`config.mk`:
```
export PLATFORM = sky130hd
export DESIGN_NAME = pll_acq_sequencer
export DESIGN_NICKNAME = d
export VERILOG_FILES = /design/src/rtl/pll_acq_pkg.sv /design/src/rtl/pll_persist_counter.sv /design/src/rtl/pll_acq_sequencer.sv
export SDC_FILE = /design/constraint.sdc
export NUM_CORES = 1
export LEC_CHECK = 0
export ABC_AREA = 1
export BUFFER_PORTS_ARGS = -buffer_cell sky130_fd_sc_hd__buf_2
export CORE_UTILIZATION = 40
export DETAILED_ROUTE_END_ITERATION = 12
export PLACE_DENSITY = 0.71
export SLEW_MARGIN = 10
export SYNTH_ARGS = -nofsm -noshare
export SYNTH_HDL_FRONTEND = slang
export SYNTH_SLANG_ARGS = --single-unit
```
`constraint.sdc`:
```
create_clock -name clock -period 1.9 [get_ports clock]
set_clock_uncertainty 0.1 [all_clocks]
set_input_delay 0.095 -clock clock [delete_from_list [all_inputs] [get_ports clock]]
set_output_delay 0.095 -clock clock [all_outputs]
set_load 0.05 [all_outputs]
```
`src/rtl/pll_acq_pkg.sv`:
```
// Shared types for the PLL acquisition sequencer: state encoding and
// the registered output bundle decoded from a state.
package pll_acq_pkg;

  localparam int unsigned STATE_W = 3;

  typedef enum logic [STATE_W-1:0] {
    ST_IDLE  = 3'd0,
    ST_FREQ  = 3'd1,
    ST_PHASE = 3'd2,
    ST_TRACK = 3'd3,
    ST_FAIL  = 3'd4
  } acq_state_e;

  typedef struct packed {
    logic freq_acq;
    logic phase_acq;
    logic prnd_gen;
    logic prnd_dith;
    logic acq_done;
    logic acq_fail;
  } acq_out_t;

  // Loop enables and status flags that hold while resident in a state.
  function automatic acq_out_t outputs_for(acq_state_e st, logic dither);
    acq_out_t o;
    o = '0;
    case (st)
      ST_FREQ: begin
        o.freq_acq = 1'b1;
      end
      ST_PHASE: begin
        o.phase_acq = 1'b1;
        o.prnd_gen  = 1'b1;
      end
      ST_TRACK: begin
        o.phase_acq = 1'b1;
        o.prnd_gen  = 1'b1;
        o.prnd_dith = dither;
        o.acq_done  = 1'b1;
      end
      ST_FAIL: begin
        o.acq_fail = 1'b1;
      end
      default: ;
    endcase
    return o;
  endfunction

endpackage

```
`src/rtl/pll_persist_counter.sv`:
```
// Counts consecutive cycles of a condition; clears when the condition drops
// or on request, saturates at all-ones. A threshold of 0 acts as 1.
module pll_persist_counter #(
  parameter int unsigned WIDTH = 6
) (
  input  logic             clk_i,
  input  logic             rst_i,
  input  logic             clear_i,
  input  logic             cond_i,
  input  logic [WIDTH-1:0] threshold_i,
  output logic             hit_c
);

  logic [WIDTH-1:0] count_q;
  logic [WIDTH-1:0] count_d;
  logic [WIDTH-1:0] thr_m1;

  // hit_c fires on the cycle that completes the run, i.e. count_q+1 >= threshold
  always_comb begin
    thr_m1 = (threshold_i == '0) ? '0 : threshold_i - WIDTH'(1);
    hit_c  = cond_i && (count_q >= thr_m1);
  end

  always_comb begin
    count_d = count_q;
    if (clear_i || !cond_i) begin
      count_d = '0;
    end else if (count_q != '1) begin
      count_d = count_q + WIDTH'(1);
    end
  end

  always_ff @(posedge clk_i or posedge rst_i) begin
    if (rst_i) begin
      count_q <= '0;
    end else begin
      count_q <= count_d;
    end
  end

endmodule

```
`src/rtl/pll_acq_sequencer.sv`:
```
// PLL acquisition sequencer: walks IDLE -> FREQ -> PHASE -> TRACK with
// lock persistence, per-phase timeout, relock counting and a sticky FAIL.
module pll_acq_sequencer
  import pll_acq_pkg::*;
#(
  parameter int unsigned NUM_SETTLE_BITS  = 6,
  parameter int unsigned NUM_TIMEOUT_BITS = 12,
  parameter int unsigned NUM_RELOCK_BITS  = 4
) (
  input  logic                        clock,
  input  logic                        reset,
  input  logic                        start,
  input  logic                        abort,
  input  logic                        locked,
  input  logic                        ditherRequest,
  input  logic [NUM_SETTLE_BITS-1:0]  settleCycles,
  input  logic [NUM_TIMEOUT_BITS-1:0] timeoutCycles,
  output logic                        freqAcqEnable,
  output logic                        phaseAcqEnable,
  output logic                        prndGeneratorEnable,
  output logic                        prndDitheringEnable,
  output logic                        acqDone,
  output logic                        acqFail,
  output logic [NUM_RELOCK_BITS-1:0]  relockCount,
  output logic [STATE_W-1:0]          state
);

  acq_state_e                  state_q;
  acq_state_e                  state_d;
  acq_out_t                    out_q;
  acq_out_t                    out_d;
  logic [NUM_TIMEOUT_BITS-1:0] tmo_q;
  logic [NUM_TIMEOUT_BITS-1:0] tmo_d;
  logic [NUM_RELOCK_BITS-1:0]  relock_q;
  logic [NUM_RELOCK_BITS-1:0]  relock_d;
  logic                        seen_low_q;
  logic                        seen_low_d;
  logic                        acquiring_c;
  logic                        settle_cond_c;
  logic                        settle_hit_c;
  logic                        tmo_hit_c;
  logic                        state_chg_c;

  // Settle condition: lock held while acquiring, lock lost while tracking
  always_comb begin
    acquiring_c   = (state_q == ST_FREQ) || (state_q == ST_PHASE);
    settle_cond_c = 1'b0;
    if (acquiring_c) begin
      settle_cond_c = locked;
    end else if (state_q == ST_TRACK) begin
      settle_cond_c = !locked;
    end
    tmo_hit_c = acquiring_c && (timeoutCycles != '0) &&
                (tmo_q >= timeoutCycles - NUM_TIMEOUT_BITS'(1));
  end

  pll_persist_counter #(
    .WIDTH (NUM_SETTLE_BITS)
  ) u_settle (
    .clk_i       (clock),
    .rst_i       (reset),
    .clear_i     (state_chg_c),
    .cond_i      (settle_cond_c),
    .threshold_i (settleCycles),
    .hit_c       (settle_hit_c)
  );

  // Next-state logic; abort overrides everything, settle beats timeout
  always_comb begin
    state_d = state_q;
    if (abort) begin
      state_d = ST_IDLE;
    end else begin
      case (state_q)
        ST_IDLE: begin
          if (start) state_d = ST_FREQ;
        end
        ST_FREQ: begin
          if (settle_hit_c)   state_d = ST_PHASE;
          else if (tmo_hit_c) state_d = ST_FAIL;
        end
        ST_PHASE: begin
          if (settle_hit_c)   state_d = ST_TRACK;
          else if (tmo_hit_c) state_d = ST_FAIL;
        end
        ST_TRACK: begin
          if (settle_hit_c) state_d = ST_FREQ;
        end
        ST_FAIL: begin
          if (seen_low_q && start) state_d = ST_FREQ;
        end
        default: state_d = ST_IDLE;
      endcase
    end
    state_chg_c = (state_d != state_q);
  end

  // Outputs decoded from the state being entered so they align with it
  always_comb begin
    out_d = outputs_for(state_d, ditherRequest);
  end

  always_ff @(posedge clock or posedge reset) begin
    if (reset) begin
      state_q <= ST_IDLE;
      out_q   <= '0;
    end else begin
      state_q <= state_d;
      out_q   <= out_d;
    end
  end

  // Timeout, relock and FAIL re-arm bookkeeping
  always_comb begin
    tmo_d = tmo_q;
    if (state_chg_c) begin
      tmo_d = '0;
    end else if (acquiring_c && (tmo_q != '1)) begin
      tmo_d = tmo_q + NUM_TIMEOUT_BITS'(1);
    end

    relock_d = relock_q;
    if ((state_q == ST_TRACK) && (state_d == ST_FREQ) && (relock_q != '1)) begin
      relock_d = relock_q + NUM_RELOCK_BITS'(1);
    end

    seen_low_d = 1'b0;
    if ((state_q == ST_FAIL) && (state_d == ST_FAIL)) begin
      seen_low_d = seen_low_q || !start;
    end
  end

  always_ff @(posedge clock or posedge reset) begin
    if (reset) begin
      tmo_q      <= '0;
      relock_q   <= '0;
      seen_low_q <= 1'b0;
    end else begin
      tmo_q      <= tmo_d;
      relock_q   <= relock_d;
      seen_low_q <= seen_low_d;
    end
  end

  assign freqAcqEnable       = out_q.freq_acq;
  assign phaseAcqEnable      = out_q.phase_acq;
  assign prndGeneratorEnable = out_q.prnd_gen;
  assign prndDitheringEnable = out_q.prnd_dith;
  assign acqDone             = out_q.acq_done;
  assign acqFail             = out_q.acq_fail;
  assign relockCount         = relock_q;
  assign state               = state_q;

endmodule

```
==> results.ini, run 1 <==
[sta]
hold_viol_final=0
period_share_pct=131
period_needed_ps=2490
rsz0062_at_grt=yes
fin_ws_ps=-587
slew_viol_final=0
slew_headroom_pct=70.0
worst_pin_slew_ps=449
setup_viol=31
max_freq_ghz=0.402

[synth]
synth.distinct_cells=32
synthMuxAreaShare_pct=0.792
synth-seq-cells=31
synth_nets=387
synth-edff-count=0
synthAdderAreaFrac_pct=11.4
synth_ff_type=dfrtp_1
synthTopCellsByArea=dfrtp_1, ha_1, nand2_1, inv_1, nor2_1
synthCells=340
syn-cell-area_um2=2530
yosysTopAreaCellShare_pct=30.7
synth_xor_area_share_pct=7.27
synth_simple_gate_area_share_pct=35.6
yosysMostFrequentCell=nand2_1
async_reset_ff_share_pct=100
yosys_warnings=0
synth_top_family_by_area=simple AND/OR/NAND/NOR gates
synth_compound_area_share_pct=4.90
ys_seq_area_share_pct=30.7
avgSynthCellArea_um2=7.44
synthTopCellsByCount=nand2_1, inv_1, nor2_1
synth_top_area_cell=dfrtp_1

[clock_network]
cts_buffers=5
cts_buffer_depth=2
h-tree-depth=2
clkSinkCount=31
cts_root_buffer=clkbuf_8
clkLatencyLatePin_ps=280
cts_tree=yes
path_clk_slew_ps=60

[global_route]
grt-ovfl-total=0
grt_pass1_vias=2470
track_usage_pct=19.9
antenna_found_initial=0
grt_max_degree=32
grt_pass1_wl_mm=10.2

[layout]
layout.cells.non_filler=535
post-route-util_pct=64.3
area.growth.synth_to_final_pct=53.3
drive_above_1_share_pct=44.8
fin_nets=506
diodes=0

[floorplanning]
dieArea_um2=6640
ioPinCount=37
core.rowCount=28
die_y_um=81.5
initial_utilization_pct=42.0
die_w_um=81.5
coreArea_um2=6030

[critical_path]
cp_max_fo=6
required_ps=2010
cp-end-kind=register
startpoint_type=primary input
critPathKind=in2reg
cp.arrival_ps=2600

[detailed_routing]
ant_nets=0
wl_per_cell_um=12.6
drt-total-wl_mm=6.72
viasPerCell=4.91
route.vias.total=2626
drt_iter0_drc=96
first_pass_iters=4
drc_errors=0

[power]
p_leak_nw=2.02
vdd_drop_max_v=0.000458
pwr_density_cell_nw_per_um2=438

[placement]
io_buffer_count=36
place_hpwl_mm=4.63
placed_cells=515
place.gp.congestion=0.880
place_ws_ps=-861

[status]
violations=setup timing
status=finished with violations

[hold_path]
hp-class=in2reg

[run]
drv_cap=0

## flip-flops by register name, indices dropped and copies added, names as in the netlist
register             count
acqFail                  1
seen_low_q               1
acqDone                  1
prndDitheringEnable      1
state                    3
freqAcqEnable            1
phaseAcqEnable           1
tmo_q                   12
relockCount              4
u_settle.count_q         6
## logic make-up after synthesis
logic type / count (synthesis)
AND/OR/NAND/NOR: 184
AO/OA/AOI/OAI: 21
multiplexers: 2
buffers and inverters: 58
XOR/XNOR: 21
adder cells (fa/ha/maj): 23
flip-flops: 31
## path summary, 6_finish.rpt
kind	start	endpoint	slack, ps	cells past startpoint
setup / recovery	timeoutCycles[3]	u_settle.count_q[4]	-590	21
hold / removal	start	seen_low_q	120	4
setup reg to reg	u_settle.count_q[3]	tmo_q[8]	-410	15
hold reg to reg	relockCount[1]	relockCount[1]	450	2
max in group asynchronous	reset	tmo_q[9]	1090	4
min in group asynchronous	reset	tmo_q[1]	330	4
## metal layers
layer  wire (um)  global-route usage (%)
met1        2890                    22.6
met2        3490                    36.2
met3         136                    2.67
met4         198                    10.0
met5           0                       0
## critical path, cell delays in order
cell	delay, ps
buf_2	130
nor2_2	150
nand3_2	100
nor3_2	210
buf_4	140
xor2_1	150
ha_1	270
nand2_2	100
nor2_4	40
buf_4	120
nand2_2	60
nand3_2	110
nand3_4	130
nand2_4	80
nand2_4	80
nand2_4	60
nand2_4	110
nand2_4	60
nor2_4	140
nand3_4	130
nor2_2	120
## power by group
part	switching, mW	internal (mW)
registers	0.0137	0.678
logic	0.243	0.198
clock network	0.234	0.330
total	0.491	1.21
## repair_timing
| action | 4_1_cts | 5_1_grt |
|---|---|---|
| setup buffers | 8 | 3 |
| setup endpoints to repair | 31 | 31 |
| cloned | 0 | 0 |
| gates resized for setup | 28 | 47 |
| hold buffers | 3 | 0 |
| endpoints found under the hold margin | 34 | 0 |
| pin swaps | 6 | 29 |
## area by class of cell
| type | instances | area, um^2 |
|---|---|---|
| multi-input combinational | 251 | 1850 |
| timing repair buffer | 115 | 840 |
| fill | 483 | 2150 |
| tap | 75 | 93.8 |
| clock buffer | 8 | 100 |
| inverter | 55 | 214 |
| sequential | 31 | 776 |
## metrics by stage
step	total power, mW	instance area [um^2]	setup TNS (ps)	hold slack, ps
2_1_floorplan	0.918	2600	-10400	58.1
3_3_place_gp	1.07	3380	-19900	88.4
3_5_place_dp	1.08	3380	-23000	89.9
4_1_cts	1.67	3680	-12400	112
5_1_grt	1.78	3880	-19290	134
6_report	1.70	3880	-14500	118
## cell usage in the layout, fill, tap and decap left out, types with 5 or more instances in the layout
cell type / synthesis / routed
nand2_4: 1 / 12
buf_6: 2 / 5
nand3_1: 20 / 15
nand2_1: 74 / 54
nor2_2: 1 / 9
buf_4: 1 / 71
nor3_4: 0 / 5
xnor2_1: 8 / 8
nor3_1: 12 / 8
nand2_2: 8 / 17
dfrtp_1: 31 / 31
clkbuf_8: 0 / 7
inv_1: 54 / 49
a21oi_1: 8 / 7
ha_1: 23 / 19
nor2_1: 41 / 28
nand3_2: 5 / 6
xor2_1: 13 / 13
nor2_4: 2 / 7
nor3_2: 11 / 10
buf_2: 0 / 33
No activity file was read; power rests on OpenSTA's default activity.
==> run 2, diff against run 1 <==
--- a/config.mk
+++ b/config.mk
@@ -7,9 +7,10 @@
 export LEC_CHECK = 0
 export ABC_AREA = 1
 export BUFFER_PORTS_ARGS = -buffer_cell sky130_fd_sc_hd__buf_2
-export CORE_UTILIZATION = 40
+export CORE_UTILIZATION = 52
 export DETAILED_ROUTE_END_ITERATION = 12
-export PLACE_DENSITY = 0.71
+export GPL_TIMING_DRIVEN = 0
+export PLACE_DENSITY = 0.86
 export SLEW_MARGIN = 10
 export SYNTH_ARGS = -nofsm -noshare
 export SYNTH_HDL_FRONTEND = slang
==> run 2 against run 1 <==
Effect of this change: the run still ends with setup timing left; non-clock buffer count down 55; total power down 2.4%; routed wire length down 0.71%; register-to-register slack worse by 70 ps; clock power about the same; first-iteration DRC count up 41%; critical path depth up 1; sequential power up 1%; clock-buffer cell count unchanged; critical path type unchanged; maximum frequency up 0.63%.
==> results.ini, run 2 (synthesis results as in run 1) <==
[sta]
slew_viol_final=0  ; unchanged
period_share_pct=130  ; -0.82 points
rsz0062_at_grt=yes
max_freq_ghz=0.405  ; +0.63%
holdWs_ps=55.9  ; -62.0 ps
fin_ws_ps=-571  ; +15.6 ps
setup_viol=31  ; unchanged
tns_ps=-13690  ; +809 ps
hold_viol_final=0  ; unchanged
period_needed_ps=2470  ; -15.6 ps
slew_headroom_pct=57.0  ; -13 points
worst_pin_slew_ps=645  ; +196 ps

[critical_path]
cp.arrival_ps=2570  ; -30 ps
required_ps=2000  ; about the same
startpoint_type=primary input
cp-end-kind=register
cpMostUsedCell=nand3_4
slowest_stage=ha_4
critPathKind=in2reg
max_stage_delay_ps=280  ; about the same
path_cells=buf_8, nor2_4, nand2_2, inv_2, nand3_4, nor3_4, nand2_1, xnor2_1, inv_1, ha_4, nand2_4, nor2_4, and2_4, nand2_2, nand3_2, nand3_4, nand3_2, nand2_4, nand3_1, nand3_4, buf_8, nor3_2
cp_max_fo=10  ; +4

[power]
switchingPower_uw=485  ; -1.2%
p_leak_nw=1.75  ; -13%
p_clk_share_pct=34.1  ; +0.8 points
power_frac_comb_pct=23.5  ; -2.5 points
internal_power_mw=1.17  ; -2.9%
pwr_density_cell_nw_per_um2=475  ; +8.4%
switching_share_pct=29.3  ; +0.35 points
vdd_drop_max_v=0.000460  ; +0.45%
pwr-share-seq_pct=42.4  ; +1.6 points

[global_route]
grt_pass1_vias=2324  ; -5.9%
grt_pass1_wl_mm=9.69  ; -5.2%
antenna_found_initial=0  ; unchanged
grt-ovfl-total=0  ; unchanged
grt_max_degree=32  ; unchanged
track_usage_pct=24.1  ; +4.2 points

[detailed_routing]
viasPerCell=5.49  ; +12%
drc_errors=0  ; unchanged
drt-total-wl_mm=6.67  ; -0.71%
ant_nets=0  ; unchanged
drt_iter0_drc=135  ; +41%
first_pass_iters=4  ; unchanged
wl_per_cell_um=14.5  ; +16%
route.vias.total=2522  ; -4.0%

[floorplanning]
ioPinCount=37  ; unchanged
coreArea_um2=4690  ; -22%
core.rowCount=25  ; -11%
die_y_um=71.7  ; -12%
dieArea_um2=5150  ; -23%
die_w_um=71.7  ; -12%
initial_utilization_pct=53.9  ; +12 points

[layout]
top_register=tmo_q
diodes=0  ; unchanged
drive_above_1_share_pct=40.0  ; -4.8 points
fin_area_um2=3490  ; -10%
largest_register_ffs=12  ; unchanged
fin_nets=451  ; -11%
layout_common_cells=nand2_1, inv_1, buf_2, dfrtp_1, nor2_1
area.growth.synth_to_final_pct=38.0
layout.cells.non_filler=459  ; -14%
final_common_cell=nand2_1

[clock_network]
cts_buffers=5  ; unchanged
cts_tree=yes
clkLatencyLatePin_ps=290  ; about the same
cts_root_buffer=clkbuf_8
h-tree-depth=2  ; unchanged
path_clk_slew_ps=60  ; about the same
cts_buffer_depth=2  ; unchanged
clkSinkCount=31  ; unchanged

[run]
drv_cap=0  ; unchanged

[status]
violations=setup timing
status=finished with violations

[placement]
io_buffer_count=36  ; unchanged
place.gp.congestion=0.772  ; -12%
dpl-instance-area_um2=2850  ; -16%
placed_cells=430  ; -17%
place_ws_ps=-1030  ; -166 ps
place_hpwl_mm=4.15  ; -10%

[hold_path]
hp-class=in2reg

## run 2: critical path: cells and delay by family
kind	cells	cell delay (ps)
simple gates	16	1600
xor+xnor	1	160
buf+inv	4	430
fa+ha+maj	1	280
## run 2: repair_timing
action                                 CTS  global route
pin swaps                               21            35
buffers inserted                         9             8
setup endpoints to repair               31            31
gates resized for setup                 31            54
gates cloned                             1             0
endpoints found under the hold margin    3            31
hold buffers                             2             1
## run 2: power by group through the flow
stage | Sequential [mW] | Combinational, mW | Clock [mW]
after floorplan | 0.720 | 0.198 | 0
after global placement | 0.712 | 0.279 | 0
after detailed placement | 0.713 | 0.294 | 0
after CTS | 0.701 | 0.342 | 0.568
after global routing | 0.705 | 0.431 | 0.598
final | 0.702 | 0.389 | 0.565
## run 2: worst paths after layout
| check | start | to | slack [ps] | depth (start not counted) |
|---|---|---|---|---|
| min in group asynchronous | reset | u_settle.count_q[5] | 360 | 3 |
| setup reg to reg | u_settle.count_q[0] | u_settle.count_q[1] | -480 | 18 |
| hold reg to reg | relockCount[1] | relockCount[1] | 440 | 2 |
| max in group asynchronous | reset | state[1] | 870 | 3 |
| setup / recovery | timeoutCycles[2] | tmo_q[2] | -570 | 22 |
| hold / removal | start | seen_low_q | 60 | 4 |
## run 2: through the flow
step / util (%) / total power, mW
floorplan: - / 0.918
finish: 74.4 / 1.66
detailed placement: 60.8 / 1.01
global placement: 60.8 / 0.991
CTS: 68.3 / 1.61
global route: 74.4 / 1.73
## run 2: per-layer routing
metal | vias to the layer above | track usage (%) | wire, um
met5 | - | 0 | 0
met2 | 86 | 43.6 | 3530
met3 | 27 | 3.38 | 231
met4 | 0 | 12.0 | 211
li1 | 1212 | - | -
met1 | 1197 | 27.6 | 2690
## run 2: final cells by class
cell class | count | area, um^2
buffer | 3 | 37.5
multi-input combinational | 251 | 1880
clock buffer | 8 | 100
timing repair buffer | 57 | 409
inverter | 55 | 216
tap | 54 | 67.6
fill | 293 | 1200
sequential | 31 | 778
